[config.mk]
export PLATFORM = sky130hd
export DESIGN_NAME = ram_fifo
export DESIGN_NICKNAME = d
export VERILOG_FILES = /design/src/rtl/ram_fifo.sv
export SDC_FILE = /design/constraint.sdc
export NUM_CORES = 1
export LEC_CHECK = 0
export ABC_AREA = 1
export CELL_PAD_IN_SITES_DETAIL_PLACEMENT = 1
export CELL_PAD_IN_SITES_GLOBAL_PLACEMENT = 1
export CORE_MARGIN = 4
export CORE_UTILIZATION = 45
export DETAILED_ROUTE_END_ITERATION = 10
export GPL_TIMING_DRIVEN = 1
export HOLD_SLACK_MARGIN = 0.1
export MAX_ROUTING_LAYER = met4
export PLACE_DENSITY = 0.81
export SLEW_MARGIN = 20
export SYNTH_ARGS = -nofsm -noshare
export SYNTH_HDL_FRONTEND = slang
export SYNTH_SLANG_ARGS = --single-unit
export TNS_END_PERCENT = 100
[constraint.sdc]
create_clock -name clk -period 3.2 [get_ports clk]
set_input_delay 0.96 -clock clk [delete_from_list [all_inputs] [get_ports clk]]
set_output_delay 0.96 -clock clk [all_outputs]
set_load 0.005 [all_outputs]
[src/rtl/ram_fifo.sv]
// ---------------------------------------------------------------------------
// ram_fifo : first-word-fall-through FIFO built on a 1R1W block RAM with a
// registered read port, followed by a 2-entry in-order skid buffer that hides
// the one-cycle RAM read latency.
//
// Parameters
//   WIDTH     data width in bits
//   LG_DEPTH  log2 of the number of RAM entries (DEPTH = 1 << LG_DEPTH)
//
// Ports
//   clk        sole clock, all state updates on its rising edge
//   reset_n    asynchronous active-low reset
//   in_valid   producer offers in_data this cycle
//   in_data    write data
//   in_ready   FIFO accepts a word this cycle (RAM occupancy < DEPTH)
//   out_valid  out_data holds the oldest unpopped word
//   out_data   oldest word (first-word-fall-through from the skid head)
//   out_ready  consumer takes out_data this cycle
//   count      total occupancy (RAM + reads in flight + skid entries);
//              only present when RAM_FIFO_COUNT_EN is defined
//
// Optional feature macro: RAM_FIFO_COUNT_EN
//
// Total capacity is DEPTH + 2 words: DEPTH in the RAM plus two in the skid.
// ---------------------------------------------------------------------------
module ram_fifo #(
  parameter int WIDTH    = 32,
  parameter int LG_DEPTH = 4
) (
  input  logic             clk,
  input  logic             reset_n,
  input  logic             in_valid,
  input  logic [WIDTH-1:0] in_data,
  output logic             in_ready,
  output logic             out_valid,
  output logic [WIDTH-1:0] out_data,
  input  logic             out_ready
`ifdef RAM_FIFO_COUNT_EN
  ,
  output logic [LG_DEPTH+1:0] count
`endif
);

  localparam int DEPTH = 1 << LG_DEPTH;

  // Pointers, RAM occupancy and read pipeline state
  logic [LG_DEPTH-1:0] wr_ptr_q, wr_ptr_d;
  logic [LG_DEPTH-1:0] rd_ptr_q, rd_ptr_d;
  logic [LG_DEPTH:0]   occ_q, occ_d;
  logic                inflight_q, inflight_d;

  // Skid buffer: entry 0 is the head; entry 1 is only valid if entry 0 is.
  logic [1:0]          skid_vld_q, skid_vld_d;
  logic [WIDTH-1:0]    skid_data_q [2];
  logic [WIDTH-1:0]    skid_data_d [2];

  // Storage and registered read port
  logic [WIDTH-1:0]    mem [DEPTH];
  logic [WIDTH-1:0]    rd_data_q;

  logic                push;
  logic                pop;
  logic                issue;
  logic [1:0]          skid_cnt;
  logic [2:0]          pipe_load;

  // occ_q never exceeds DEPTH, so "occupancy < DEPTH" is simply "MSB clear".
  // This keeps in_ready purely state-derived with no path from out_ready.
  assign in_ready  = ~occ_q[LG_DEPTH];
  assign out_valid = skid_vld_q[0];
  assign out_data  = skid_data_q[0];

  assign push = in_valid & in_ready;
  assign pop  = out_valid & out_ready;

  // Words already committed downstream of the RAM, net of this cycle's pop.
  // A pop implies skid_cnt >= 1, so the subtraction cannot underflow.
  assign skid_cnt  = 2'(skid_vld_q[0]) + 2'(skid_vld_q[1]);
  assign pipe_load = {1'b0, skid_cnt} + {2'b00, inflight_q} - {2'b00, pop};

  // A read is only launched if the skid is guaranteed room for its data when
  // it lands next cycle; this is what bounds the skid at two entries.
  assign issue = (occ_q != '0) && (pipe_load < 3'd2);

  // -------------------------------------------------------------------------
  // Next-state logic
  // -------------------------------------------------------------------------
  always_comb begin
    wr_ptr_d   = wr_ptr_q + LG_DEPTH'(push);
    rd_ptr_d   = rd_ptr_q + LG_DEPTH'(issue);
    occ_d      = occ_q + (LG_DEPTH+1)'(push) - (LG_DEPTH+1)'(issue);
    inflight_d = issue;
  end

  // Skid update: apply the pop first (shift entry 1 into the head), then
  // append the landing read data into the first free slot of the result.
  always_comb begin
    skid_vld_d     = skid_vld_q;
    skid_data_d[0] = skid_data_q[0];
    skid_data_d[1] = skid_data_q[1];

    if (pop) begin
      skid_vld_d     = {1'b0, skid_vld_q[1]};
      skid_data_d[0] = skid_data_q[1];
    end

    if (inflight_q) begin
      if (!skid_vld_d[0]) begin
        skid_vld_d[0]  = 1'b1;
        skid_data_d[0] = rd_data_q;
      end else begin
        skid_vld_d[1]  = 1'b1;
        skid_data_d[1] = rd_data_q;
      end
    end
  end

  // -------------------------------------------------------------------------
  // Control state registers
  // -------------------------------------------------------------------------
  always_ff @(posedge clk or negedge reset_n) begin
    if (!reset_n) begin
      wr_ptr_q   <= '0;
      rd_ptr_q   <= '0;
      occ_q      <= '0;
      inflight_q <= 1'b0;   // drops any read that was in flight
      skid_vld_q <= 2'b00;
    end else begin
      wr_ptr_q   <= wr_ptr_d;
      rd_ptr_q   <= rd_ptr_d;
      occ_q      <= occ_d;
      inflight_q <= inflight_d;
      skid_vld_q <= skid_vld_d;
    end
  end

  // -------------------------------------------------------------------------
  // RAM: not reset. The nonblocking write means a same-address read in the
  // same cycle returns the old contents.
  // -------------------------------------------------------------------------
  always_ff @(posedge clk) begin
    if (push) begin
      mem[wr_ptr_q] <= in_data;
    end
    if (issue) begin
      rd_data_q <= mem[rd_ptr_q];
    end
  end

  // Skid data payload carries no reset; its valid bits qualify it.
  generate
    for (genvar gi = 0; gi < 2; gi++) begin : g_skid
      always_ff @(posedge clk) begin
        skid_data_q[gi] <= skid_data_d[gi];
      end
    end
  endgenerate

`ifdef RAM_FIFO_COUNT_EN
  // Every word moves RAM -> in flight -> skid without changing the total,
  // so the sum only changes on a push or a pop.
  logic [LG_DEPTH+1:0] count_q, count_d;

  always_comb begin
    count_d = count_q + (LG_DEPTH+2)'(push) - (LG_DEPTH+2)'(pop);
  end

  always_ff @(posedge clk or negedge reset_n) begin
    if (!reset_n) begin
      count_q <= '0;
    end else begin
      count_q <= count_d;
    end
  end

  assign count = count_q;
`endif

endmodule

# --- Word-level counts from Yosys, hierarchy flattened ---
# Memory sizes are Yosys's and may differ from the RTL's. A register that Yosys moved wholly into a read port is not among the register bits.
# Cells that the tools add are included.
word_totals:
  input_bits: 36
  ramBits: 576
  memories: 2
  regBits: 16
op_classes:
  bitwise_logic: 3
  n_reduce_logical: 2
  n_mux: 9
  order_cmp: 1
  addsub: 7
memory_table:
  columns: ["name", "depth", "word_bits", "read_ports", "rd_clocked_by_memory_dff", "write_ports", "line_no", "rtl"]
  rows:
  - ["mem", 16, 32, 1, 1, 1, "58", "logic [WIDTH-1:0] mem [DEPTH];"]
  - ["skid_data_q", 2, 32, 2, 0, 2, "54", "logic [WIDTH-1:0] skid_data_q [2];"]
ops:
  columns: ["operator", "n"]
  rows:
  - ["two-way mux 32 bit", 3]
  - ["two-way mux 64 bit", 1]
  - ["adder 4 x 1 -> 4 bit", 2]
  - ["adder 5 x 1 -> 5 bit", 1]
  - ["nonzero test 5 bit", 1]
  - ["subtractor 5 x 1 -> 5 bit", 1]
  - ["two-way mux 2 bit", 2]
  - ["adder 2 x 1 -> 3 bit", 1]
  - ["< comparator 3 x 2 -> 1 bit (second input constant)", 1]
  - ["two-way mux 1 bit", 3]
  - ["subtractor 3 x 1 -> 3 bit", 1]
  - ["adder 1 x 1 -> 2 bit", 1]
  - ["bitwise AND 1 bit", 2]
  - ["logical AND 1 bit", 1]
  - ["NOT 1 bit", 1]

# --- Depth between registers and ports, before layout ---
depth:
  ltp_word: 6
  ltp_mapped: 18
  ltp_nobuf: 18

# --- Least setup slack after synthesis ---
# OpenSTA, ideal clock, no wires.
synth_path:
  path_kind: "input -> register"
  start: "input port in_valid"
  end: "memory mem[3][0], enable pin"
  n_path_buf: 0
  setup_slack_ns: -0.654
  t_arrival_ns: 3.393
  stages: 2
  t_required_ns: 2.739
  path_cell_list: "nand2_1 > nor3_1"
synth_between:
  elab_chain_cells: 3
synth_rtl:
  columns: ["item", "line_no", "rtl"]
  rows:
  - ["start: declaration", "32", "input logic in_valid,"]
  - ["bitwise AND 1 bit", "73", "assign push = in_valid & in_ready;"]
  - ["two-way mux 1 bit", "142", "if (push) begin"]
  - ["two-way mux 1 bit (not written as such)", "143", "mem[wr_ptr_q] <= in_data;"]
  - ["end: declaration", "58", null]
# Every way passes these cells.

# --- Worst setup path in the final report ---
layout_path:
  start: "input port out_ready"
  end: "register occ_q[4]"
layout_between:
  elab_chain_cells: 5
layout_rtl:
  columns: ["item", "line_no", "rtl"]
  rows:
  - ["start: declaration", "37", "input logic out_ready"]
  - ["bitwise AND 1 bit", "74", "assign pop = out_valid & out_ready;"]
  - ["subtractor 3 x 1 -> 3 bit", "79", "assign pipe_load = {1'b0, skid_cnt} + {2'b00, inflight_q} - {2'b00, pop};"]
  - ["< comparator 3 x 2 -> 1 bit", "83", "assign issue = (occ_q != '0) && (pipe_load < 3'd2);"]
  - ["logical AND 1 bit", "83", null]
  - ["subtractor 5 x 1 -> 5 bit", "91", "occ_d = occ_q + (LG_DEPTH+1)'(push) - (LG_DEPTH+1)'(issue);"]
  - ["named net occ_d[4]", "49", "logic [LG_DEPTH:0] occ_q, occ_d;"]
  - ["end signal: assignment", "125", "occ_q <= '0;"]
  - ["end signal: assignment", "131", "occ_q <= occ_d;"]
  - ["end: declaration", "49", null]
# The timed path passes the listed nets, and every way through them passes these cells.

==> results <==
[metal layers]
metal | vias to the layer above | global-route usage (%)
li1 | 7991 | -
met1 | 8943 | 29.3
met2 | 600 | 42.3
met3 | 194 | 4.61
met4 | 0 | 9.99
met5 | - | -
[worst min-delay path by stage]
stage          cells after the start  slack, ns                    start                           end
2_1_floorplan                      0       0.43   rd_data_q[0]$_DFFE_PP_  skid_data_q[0][32]$_DFFE_PP_
3_3_place_gp                       0       0.43  rd_data_q[18]$_DFFE_PP_  skid_data_q[0][50]$_DFFE_PP_
3_5_place_dp                       0       0.44  rd_data_q[29]$_DFFE_PP_  skid_data_q[0][61]$_DFFE_PP_
4_1_cts                            0       0.44  rd_data_q[18]$_DFFE_PP_  skid_data_q[0][50]$_DFFE_PP_
5_1_grt                            0       0.44  rd_data_q[18]$_DFFE_PP_  skid_data_q[0][50]$_DFFE_PP_
6_report                           0       0.44  rd_data_q[18]$_DFFE_PP_  skid_data_q[0][50]$_DFFE_PP_
[worst max-delay path, delay by kind of cell]
| kind | cells | cell delay [ns] |
|---|---|---|
| adder cells (fa/ha/maj) | 3 | 0.90 |
| buffers and inverters | 4 | 0.73 |
| AND/OR/NAND/NOR | 8 | 0.62 |
| AO/OA/AOI/OAI | 1 | 0.16 |
| XOR/XNOR | 1 | 0.15 |
[cells in the final DEF (no fill, tap or decap)]
| cell | instances |
|---|---|
| a21oi_2 | 1 |
| nor2_4 | 10 |
| inv_6 | 4 |
| xnor2_1 | 2 |
| dfxtp_1 | 32 |
| nand2_2 | 1 |
| inv_2 | 3 |
| buf_12 | 16 |
| clkinv_1 | 8 |
| clkinv_8 | 2 |
| dfrtp_1 | 14 |
| dfrtp_2 | 1 |
| clkbuf_8 | 1 |
| clkinvlp_4 | 2 |
| nor3_2 | 8 |
| buf_4 | 47 |
| edfxtp_1 | 576 |
| o21ai_2 | 1 |
| nor2_1 | 199 |
| clkbuf_16 | 69 |
| bufinv_16 | 7 |
| clkdlybuf4s50_1 | 69 |
| clkbuf_1 | 17 |
| ha_1 | 9 |
| nand3_1 | 230 |
| diode_2 | 2 |
| nand4_1 | 1 |
| clkinv_2 | 9 |
| fa_1 | 1 |
| dfrtp_4 | 1 |
| o21ai_0 | 1 |
| nand2_1 | 982 |
| xor2_1 | 5 |
| inv_1 | 214 |
[area by class of cell]
cell class                      instances  area [um^2]
Antenna cell                            2         5.00
Clock buffer                           87         1800
Clock inverter                         31          359
Fill cell                            6078        27000
Inverter                              218          823
Multi-Input combinational cell       1451         6010
Sequential cell                       624        18300
Tap cell                              756          946
Timing Repair Buffer                  132         1360
[state kept, by name (all words and copies together), names as in the netlist]
register and flops:
skid_data_q 64, wr_ptr_q 4, skid_vld_q 2, rd_ptr_q 4, occ_q 5, inflight_q 1, rd_data_q 32, mem 512
[power by group through the flow]
| stage | combinational [mW] | sequential [mW] | clock, mW |
|---|---|---|---|
| 3_3_place_gp | 8.74 | 11.1 | 0 |
| 6_report | 9.53 | 11.1 | 7.77 |
| 5_1_grt | 10.5 | 11.2 | 8.28 |
| 4_1_cts | 9.55 | 11.1 | 7.91 |
| 2_1_floorplan | 5.89 | 11.0 | 0 |
| 3_5_place_dp | 9.33 | 11.2 | 0 |
[logic make-up after synthesis]
kind of cell,Yosys count
DFF,624
AOI/OAI and AO/OA,3
adders and majority gates,10
and+or+nand+nor,1431
xor gates and xnor gates,7
buffers and inverters,363
[per-stage QoR]
stage	worst slack [ns]	hold slack [ns]
after global placement	-0.384	0.431
final	0.231	0.441
after CTS	0.181	0.445
after floorplan	-0.654	0.427
after detailed placement	-0.475	0.437
after global routing	0.0585	0.444
==> results.yml <==
timing:
  period_share_pct: 92.8
  fin_setup_tns_ns: 0
  hold_viol_final: 0
  final_max_slew_viol_count: 0
  worst_pin_slew_ns: 1.02
  rsz0062_at_grt: "false"
  setup_viol: 0
  maxSlewHeadroom_pct: 32.3
  min_period_ns: 2.97
  finClkSkew_ns: 0.0338
  fmax_mhz: 337
pwr:
  pwr-share-seq_pct: 39.1
  power.total_mw: 28.4
  clkPwrFrac_pct: 27.4
  p_sw_share_pct: 37.5
  internal-power_mw: 17.7
  combinationalPowerShare_pct: 33.6
  leakagePower_nw: 12.1
  p_per_area_nw_per_um2: 958
  irDropWorstVdd_uv: 783
  net-switching-power_mw: 10.6
route:
  dr_wl_met3_mm: 4.50
  first_pass_iters: 5
  vias_per_cell: 5.37
  drt_wl_total_mm: 72.7
  wl_per_cell_um: 22.0
  drt_iter0_markers: 1328
  top_layer_used: "met4"
  ant_nets: 0
  wl_met2_mm: 36.7
  wl_met1_mm: 28.8
  drc: 0
  vias: 17728
cts:
  htree_levels: 3
  ctsRootBufferMaster: "clkbuf_16"
  cts_setup_buffers: 0
  clock_latency_ns: 0.63
  cts_tree: "yes"
  clockBufferDepth: 3
  clkSlewWorstSetupHoldPaths_ns: 0.06
  cts_sinks: 624
  cts-hold-fix-buffers: 0
  cts_buffers: 68
  ctsResizeCount: 0
placement:
  placed_cells: 3181
  portBuffers: 69
  dp.final_hpwl_mm: 41.7
  place_area_um2: 27500
  gp_congestion: 0.791
finish:
  nNetsFinal: 2541
  drive_above_1_share_pct: 7.20
  area_growth_pct: 14.9
  postLayoutCoreUtil_pct: 52.4
  final_area_um2: 29600
  instances_no_fill: 3301
global_route:
  overflow: 0
  grt_pass1_vias: 19407
  grt_max_degree: 166
  antenna_found_initial: 5
  grt_first_pass_wirelength_mm: 112
  grtUsageTotal_pct: 24.8
synthesis:
  yosysMostFrequentCell: "nand2_1"
  yosysTopAreaCell: "edfxtp_1"
  synthSimpleGateAreaFrac_pct: 22.0
  syn_nets: 2484
  async_flop_share_pct: 2.56
  synth_seq_area_share_pct: 71.0
  syn_area_per_cell_um2: 10.6
  synth-edff-count: 576
  synth_top_flop_cell: "edfxtp_1"
  synthMuxAreaShare_pct: 0
  synth_fa_ha_area_share_pct: 0.514
  yosysUniqueCellTypes: 23
  synth-compound-area-share_pct: 0.0727
  synth.top_cell.area_share_pct: 67.0
  ys.warnings.count: 0
  synth_top_family_by_area: "simple AND/OR/NAND/NOR gates"
  yosys.area_share.xor_xnor_pct: 0.238
  syn_inst: 2438
  synth_area_um2: 25800
  synth.area.top_cells: "edfxtp_1, nand2_1, nand3_1"
  yosys_register_bits: 624
  synthTopCellsByCount: "nand2_1, edfxtp_1, nand3_1"
die:
  rows: 87
  die_area_um2: 61300
  core_um2: 56600
  fp.dieW_um: 247
  pin_count: 70
  die_h_um: 247
  start_util_pct: 45.6
setup_path:
  slowest_delay_ns: 0.51
  crit_start: "out_ready"
  critical_path_class: "in -> reg"
  reg2reg_from: "rd_ptr_q[1]$_DFF_PN0_"
  end_kind: "flip-flop"
  r2r_cells: 8
  critPathRequiredTime_ns: 3.73
  cp_cell_sequence: "clkdlybuf4s50_1 -> nor2_1 -> ha_1 -> a21oi_2 -> nand2_1 -> nor2_1 -> inv_1 -> nand2_1 -> ha_1 -> inv_1 -> fa_1 -> inv_1 -> nand2_1 -> nand2_1 -> nand2_1 -> nand2_1 -> xor2_1"
  cpMostUsedCell: "nand2_1"
  crit_end: "occ_q[4]$_DFF_PN0_"
  cp_slowest_cell: "clkdlybuf4s50_1"
  cp.arrival_ns: 3.50
  startpoint_type: "input port"
  rr_endpoint: "rd_data_q[5]$_DFFE_PP_"
  cp_max_fo: 2
  reg2reg_slack_ns: 0.59
run:
  drv_cap: 0
outcome:
  run_status: "finished, final reports clean"
worst_hold_path:
  hp-class: "reg -> reg"
Power figures use the tool's default switching activity.
